<file path="src/rtl/dmem_arbiter.sv">
// Round-robin arbiter sharing the single-port data memory between
// the core load/store port (0) and the DMA/debug loader port (1).
module dmem_arbiter #(
    parameter int ADDRW    = 12,
    parameter int DATAW    = 32,
    parameter int MAX_LOCK = 8
) (
    input  logic               clk,
    input  logic               rst,
    input  logic [1:0]         req_valid,
    output logic [1:0]         req_ready,
    input  logic [1:0]         req_we,
    input  logic [1:0]         req_lock,
    input  logic [5:0]         req_funct3,
    input  logic [2*ADDRW-1:0] req_addr,
    input  logic [2*DATAW-1:0] req_wdata,
    output logic [1:0]         rsp_valid,
    input  logic [1:0]         rsp_ready,
    output logic [DATAW-1:0]   rsp_rdata,
    output logic               mem_we,
    output logic [2:0]         mem_funct3,
    output logic [ADDRW-1:0]   mem_addr,
    output logic [DATAW-1:0]   mem_wdata,
    input  logic [DATAW-1:0]   mem_rdata
);

    localparam int CNTW = $clog2(MAX_LOCK + 1);
    localparam logic [CNTW-1:0] LOCK_MAX = CNTW'(MAX_LOCK);
    localparam logic [CNTW-1:0] CNT_ONE  = CNTW'(1);

    typedef enum logic [1:0] {
        IDLE = 2'd0,
        RESP = 2'd1,
        HOLD = 2'd2
    } state_t;

    state_t            state_q, state_d;
    logic              rr_q, rr_d;
    logic              owner_q, owner_d;
    logic              owner_we_q, owner_we_d;
    logic              lock_v_q, lock_v_d;
    logic              lock_p_q, lock_p_d;
    logic [CNTW-1:0]   lock_cnt_q, lock_cnt_d;
    logic [DATAW-1:0]  hold_q, hold_d;

    logic              busy;
    logic              rsp_done;
    logic              can_issue;
    logic              lock_hit;
    logic              gnt_v;
    logic              gnt;
    logic              gnt_ok;
    logic              sel_we;
    logic              sel_lock;
    logic [2:0]        sel_funct3;
    logic [ADDRW-1:0]  sel_addr;
    logic [DATAW-1:0]  sel_wdata;

    // Decide whether a new access may start and which port wins it.
    always_comb begin
        busy      = (state_q != IDLE);
        rsp_done  = busy && rsp_ready[owner_q];
        can_issue = !busy || rsp_done;
        lock_hit  = lock_v_q && req_valid[lock_p_q]
                    && (lock_cnt_q < LOCK_MAX);
        gnt_v     = 1'b0;
        gnt       = 1'b0;
        if (can_issue) begin
            if (lock_hit) begin
                gnt_v = 1'b1;
                gnt   = lock_p_q;
            end else if (req_valid == 2'b11) begin
                gnt_v = 1'b1;
                gnt   = rr_q;
            end else if (req_valid != 2'b00) begin
                gnt_v = 1'b1;
                gnt   = req_valid[1];
            end
        end
        // Outputs stay quiet while reset is held, even with live requests.
        gnt_ok = gnt_v && rst;
    end

    // Select the winning port's request fields.
    always_comb begin
        sel_we     = gnt ? req_we[1] : req_we[0];
        sel_lock   = gnt ? req_lock[1] : req_lock[0];
        sel_funct3 = gnt ? req_funct3[5:3] : req_funct3[2:0];
        sel_addr   = gnt ? req_addr[2*ADDRW-1:ADDRW]
                         : req_addr[ADDRW-1:0];
        sel_wdata  = gnt ? req_wdata[2*DATAW-1:DATAW]
                         : req_wdata[DATAW-1:0];
    end

    // Drive the request handshake and the memory port.
    always_comb begin
        req_ready  = 2'b00;
        mem_we     = 1'b0;
        mem_funct3 = '0;
        mem_addr   = '0;
        mem_wdata  = '0;
        if (gnt_ok) begin
            req_ready[gnt] = 1'b1;
            mem_we         = sel_we;
            mem_funct3     = sel_funct3;
            mem_addr       = sel_addr;
            mem_wdata      = sel_wdata;
        end
    end

    // Present the response: live memory data first, held copy afterwards.
    always_comb begin
        rsp_valid = 2'b00;
        rsp_rdata = '0;
        unique case (state_q)
            RESP: begin
                rsp_valid[owner_q] = 1'b1;
                rsp_rdata = owner_we_q ? '0 : mem_rdata;
            end
            HOLD: begin
                rsp_valid[owner_q] = 1'b1;
                rsp_rdata = hold_q;
            end
            default: ;
        endcase
    end

    // Next-state, round-robin pointer and burst-lock bookkeeping.
    always_comb begin
        state_d    = state_q;
        rr_d       = rr_q;
        owner_d    = owner_q;
        owner_we_d = owner_we_q;
        lock_v_d   = lock_v_q;
        lock_p_d   = lock_p_q;
        lock_cnt_d = lock_cnt_q;
        hold_d     = hold_q;
        if (gnt_v) begin
            state_d    = RESP;
            rr_d       = ~gnt;
            owner_d    = gnt;
            owner_we_d = sel_we;
            if (sel_lock) begin
                // An expired lock restarts counting as a fresh owner.
                if (lock_hit && (lock_p_q == gnt)) begin
                    lock_cnt_d = lock_cnt_q + CNT_ONE;
                end else begin
                    lock_v_d   = 1'b1;
                    lock_p_d   = gnt;
                    lock_cnt_d = CNT_ONE;
                end
            end else begin
                lock_v_d   = 1'b0;
                lock_cnt_d = '0;
            end
        end else begin
            unique case (state_q)
                IDLE: ;
                RESP: begin
                    if (rsp_ready[owner_q]) begin
                        state_d = IDLE;
                    end else begin
                        state_d = HOLD;
                        hold_d  = owner_we_q ? '0 : mem_rdata;
                    end
                end
                HOLD: begin
                    if (rsp_ready[owner_q]) begin
                        state_d = IDLE;
                    end
                end
                default: state_d = IDLE;
            endcase
        end
    end

    // State registers.
    always_ff @(posedge clk or negedge rst) begin
        if (!rst) begin
            state_q    <= IDLE;
            rr_q       <= 1'b0;
            owner_q    <= 1'b0;
            owner_we_q <= 1'b0;
            lock_v_q   <= 1'b0;
            lock_p_q   <= 1'b0;
            lock_cnt_q <= '0;
            hold_q     <= '0;
        end else begin
            state_q    <= state_d;
            rr_q       <= rr_d;
            owner_q    <= owner_d;
            owner_we_q <= owner_we_d;
            lock_v_q   <= lock_v_d;
            lock_p_q   <= lock_p_d;
            lock_cnt_q <= lock_cnt_d;
            hold_q     <= hold_d;
        end
    end

endmodule

</file>
<file path="config.mk">
export PLATFORM = sky130hd
export DESIGN_NAME = dmem_arbiter
export DESIGN_NICKNAME = d
export VERILOG_FILES = /design/src/rtl/dmem_arbiter.sv
export SDC_FILE = /design/constraint.sdc
export NUM_CORES = 1
export LEC_CHECK = 0
export CELL_PAD_IN_SITES_DETAIL_PLACEMENT = 1
export CELL_PAD_IN_SITES_GLOBAL_PLACEMENT = 1
export CORE_MARGIN = 1
export CORE_UTILIZATION = 25
export DETAILED_ROUTE_END_ITERATION = 8
export PLACE_DENSITY_LB_ADDON = 0.1
export SYNTH_ARGS = -nofsm -noshare
export SYNTH_HDL_FRONTEND = slang
export SYNTH_SLANG_ARGS = --single-unit
</file>
<file path="constraint.sdc">
create_clock -name clk -period 4.1 [get_ports clk]
set_input_delay 0.41 -clock clk [delete_from_list [all_inputs] [get_ports clk]]
set_output_delay 0.41 -clock clk [all_outputs]
set_load 0.03 [all_outputs]
</file>
==> results.json <==
{
  "status": "completed",
  "clkTransAtPathRegs_ns": 0.06,
  "final_common_cell": "clkdlybuf4s50_1",
  "gp_congestion": 0.818,
  "chipWidth_um": 110,
  "synth.yosys.seq_area_share": 0.368,
  "synthAdderAreaFrac": 0.0171,
  "ys_warn_count": 0,
  "p_per_area_nw_per_um2": 572,
  "num_io_pins": 220,
  "p_seq_frac": 0.225,
  "grtUsageTotal": 0.192,
  "grt_pass1_vias": 3333,
  "relSlewSlack": 0.416,
  "rsz0062_at_grt": "false",
  "port_buffers": 219,
  "wirelength_um": 12500,
  "whs_ns": 0.307,
  "rrSetupSlack_ns": 1.78,
  "synth-compound-area-share": 0.320,
  "cp-endpoint": "mem_wdata[8]",
  "h-tree-depth": 2,
  "cts_num_sinks": 43,
  "synth_edf_count": 0,
  "worstSetupStartpoint": "req_valid[0]",
  "ctsResizeCount": 0,
  "fmax_mhz": 280,
  "synth_top_family_by_area": "compound AO/OA/AOI/OAI gates",
  "finalCriticalPeriod_ns": 3.58,
  "row_count": 39,
  "synth.net_count": 484,
  "synthMuxAreaShare": 0.0261,
  "nNetsFinal": 687,
  "hold_viol": 0,
  "p_switching_mw": 1.39,
  "cts_tree": "built",
  "grt_first_pass_wirelength_um": 17800,
  "cts_buffers": 5,
  "final_cells": 690,
  "regToRegEndpoint": "hold_q[13]$_DFFE_PN0P_",
  "cp.arrival_ns": 3.17,
  "ys_types": 34,
  "synthFlopType": "dfrtp_1",
  "syn_to_final_growth_pct": 82.6,
  "die_area_um2": 12100,
  "grt_max_degree": 66,
  "vias": 3393,
  "drv_cap": 0,
  "netSwitchingFraction": 0.455,
  "crit_path_start_kind": "primary input",
  "drv_slew": 0,
  "setup_viol": 0,
  "clock_latency_ns": 0.28,
  "worst-slew-pin-transition_ns": 0.876,
  "synth_xor_area_frac": 0,
  "cts_setup_buffers": 0,
  "firstDrtPassIters": 4,
  "r2r-start": "owner_q$_DFFE_PN0P_",
  "gr-total-overflow": 0,
  "fin_setup_tns_ns": 0,
  "core_um2": 11400,
  "min-delay-path-class": "primary input to asynchronous set/reset pin",
  "antenna_found_initial": 1,
  "clock_skew_ns": 0.00442,
  "critical_path_class": "primary input to output pin",
  "dp.cells": 683,
  "p_leak_nw": 2.14,
  "netlist_area_um2": 2920,
  "wl_per_cell_um": 18.1,
  "irDropWorstVdd_uv": 240,
  "power_mw": 3.05,
  "drc": 0,
  "initial_utilization": 0.256,
  "required_ns": 3.69,
  "layout_common_cells": "218 x clkdlybuf4s50_1, 71 x nand2_1, 47 x a22o_1, 43 x dfrtp_1, 35 x nor2b_1",
  "clk_path_buf_depth": 2,
  "cts_hold_buf": 0,
  "avgSynthCellArea_um2": 8.49,
  "internal_power_mw": 1.66,
  "netlist_instances": 344,
  "drt_iter0_markers": 145,
  "yosys.area_share.simple": 0.201,
  "reg2reg_depth": 7,
  "yosys_register_bits": 43,
  "p_comb_frac": 0.642,
  "pwr-share-clk": 0.133,
  "period_share": 0.873,
  "drive_gt1_frac": 0.0457,
  "cp-end-kind": "output pin",
  "critPathMaxFanout": 48,
  "detail-route-antenna-nets": 0,
  "die_h_um": 110,
  "async_reset_ff_frac": 1.00,
  "n_antenna_cell": 0,
  "vias_per_cell": 4.92,
  "dpl.hpwl_um": 9680,
  "clock-root-buffer": "clkbuf_16"
}
==> through the flow <==
| stage | setup WS (ns) | cell area [um^2] | util |
|---|---|---|---|
| 6_report | 0.522 | 5340 | 0.467 |
| 5_1_grt | 0.349 | 5340 | 0.467 |
| 3_5_place_dp | 0.476 | 5190 | 0.454 |
| 3_3_place_gp | 0.538 | 5190 | 0.454 |
| 4_1_cts | 0.469 | 5340 | 0.467 |
| 2_1_floorplan | 1.74 | 2920 | - |
==> registers in the layout, summed over array words and instances, names as in the netlist <==
name and count:
state_q 2, lock_cnt_q 4, lock_v_q 1, rr_q 1
hold_q 32, owner_q 1, lock_p_q 1, owner_we_q 1
==> final cells by class <==
| type | instances | area [um^2] |
|---|---|---|
| inverter | 7 | 26.3 |
| multi-input combinational | 263 | 1660 |
| timing repair buffer | 227 | 2250 |
| clock inverter | 1 | 8.76 |
| sequential | 43 | 1080 |
| clock buffer | 6 | 139 |
| fill | 1341 | 6080 |
| tap | 143 | 179 |
==> power groups by stage <==
stage          sequential (mW)  combinational, mW  clock (mW)
4_1_cts                  0.689               1.99       0.421
5_1_grt                  0.709               2.12       0.440
3_5_place_dp             0.695               1.99           0
3_3_place_gp             0.682               1.95           0
2_1_floorplan            0.662               1.25           0
6_report                 0.686               1.96       0.406
==> kinds of logic (layout without fill, tap and decap cells) <==
kind of cell,count (synthesis),in the layout
AND/OR/NAND/NOR,124,124
buffers and inverters,38,241
AO/OA/AOI/OAI,128,128
adder cells (fa/ha/maj),4,4
flip-flops,43,43
multiplexers,7,7
==> worst max-delay path: stages <==
cell	delay (ns)
clkdlybuf4s50_1	0.56
or4bb_1	0.43
o211ai_2	0.14
and3_2	0.22
buf_4	0.41
a22o_1	0.28
clkdlybuf4s50_1	0.68
==> how the worst min path moves through the flow <==
stage | to | slack, ns | cells past startpoint
finish | hold_q[11]$_DFFE_PN0P_ | 0.31 | 2
global route | hold_q[11]$_DFFE_PN0P_ | 0.36 | 2
CTS | hold_q[11]$_DFFE_PN0P_ | 0.32 | 2
detailed placement | hold_q[11]$_DFFE_PN0P_ | 0.48 | 2
global placement | hold_q[1]$_DFFE_PN0P_ | 0.47 | 2
floorplan | hold_q[0]$_DFFE_PN0P_ | 0.11 | 0
==> routing by layer <==
metal | global-route usage | vias up | routed length (um) | part of all wire
met5 | 0 | - | 13 | 0.0010
met4 | 0.0263 | 2 | 72 | 0.0058
met1 | 0.228 | 1618 | 4920 | 0.39
met2 | 0.358 | 120 | 6490 | 0.52
li1 | - | 1645 | - | -
met3 | 0.0441 | 8 | 1020 | 0.081
==> synth_stat cells, drive strengths merged (2+ instances only) <==
library cell	count	area (um^2)
nor3	2	10.0
a22oi	27	203
dfrtp	43	1080
mux2i	5	50.1
inv	7	26.3
a21o	2	15.0
nor2	7	28.8
o21ai	40	200
a32oi	6	52.6
nand2	71	267
nand3	2	10.0
ha	4	50.1
o31ai	2	15.0
buf	13	101
clkbuf	18	67.6
nor2b	35	219
mux2	2	26.3
a22o	47	412
Note: power is estimated with default switching activity, not from simulation.
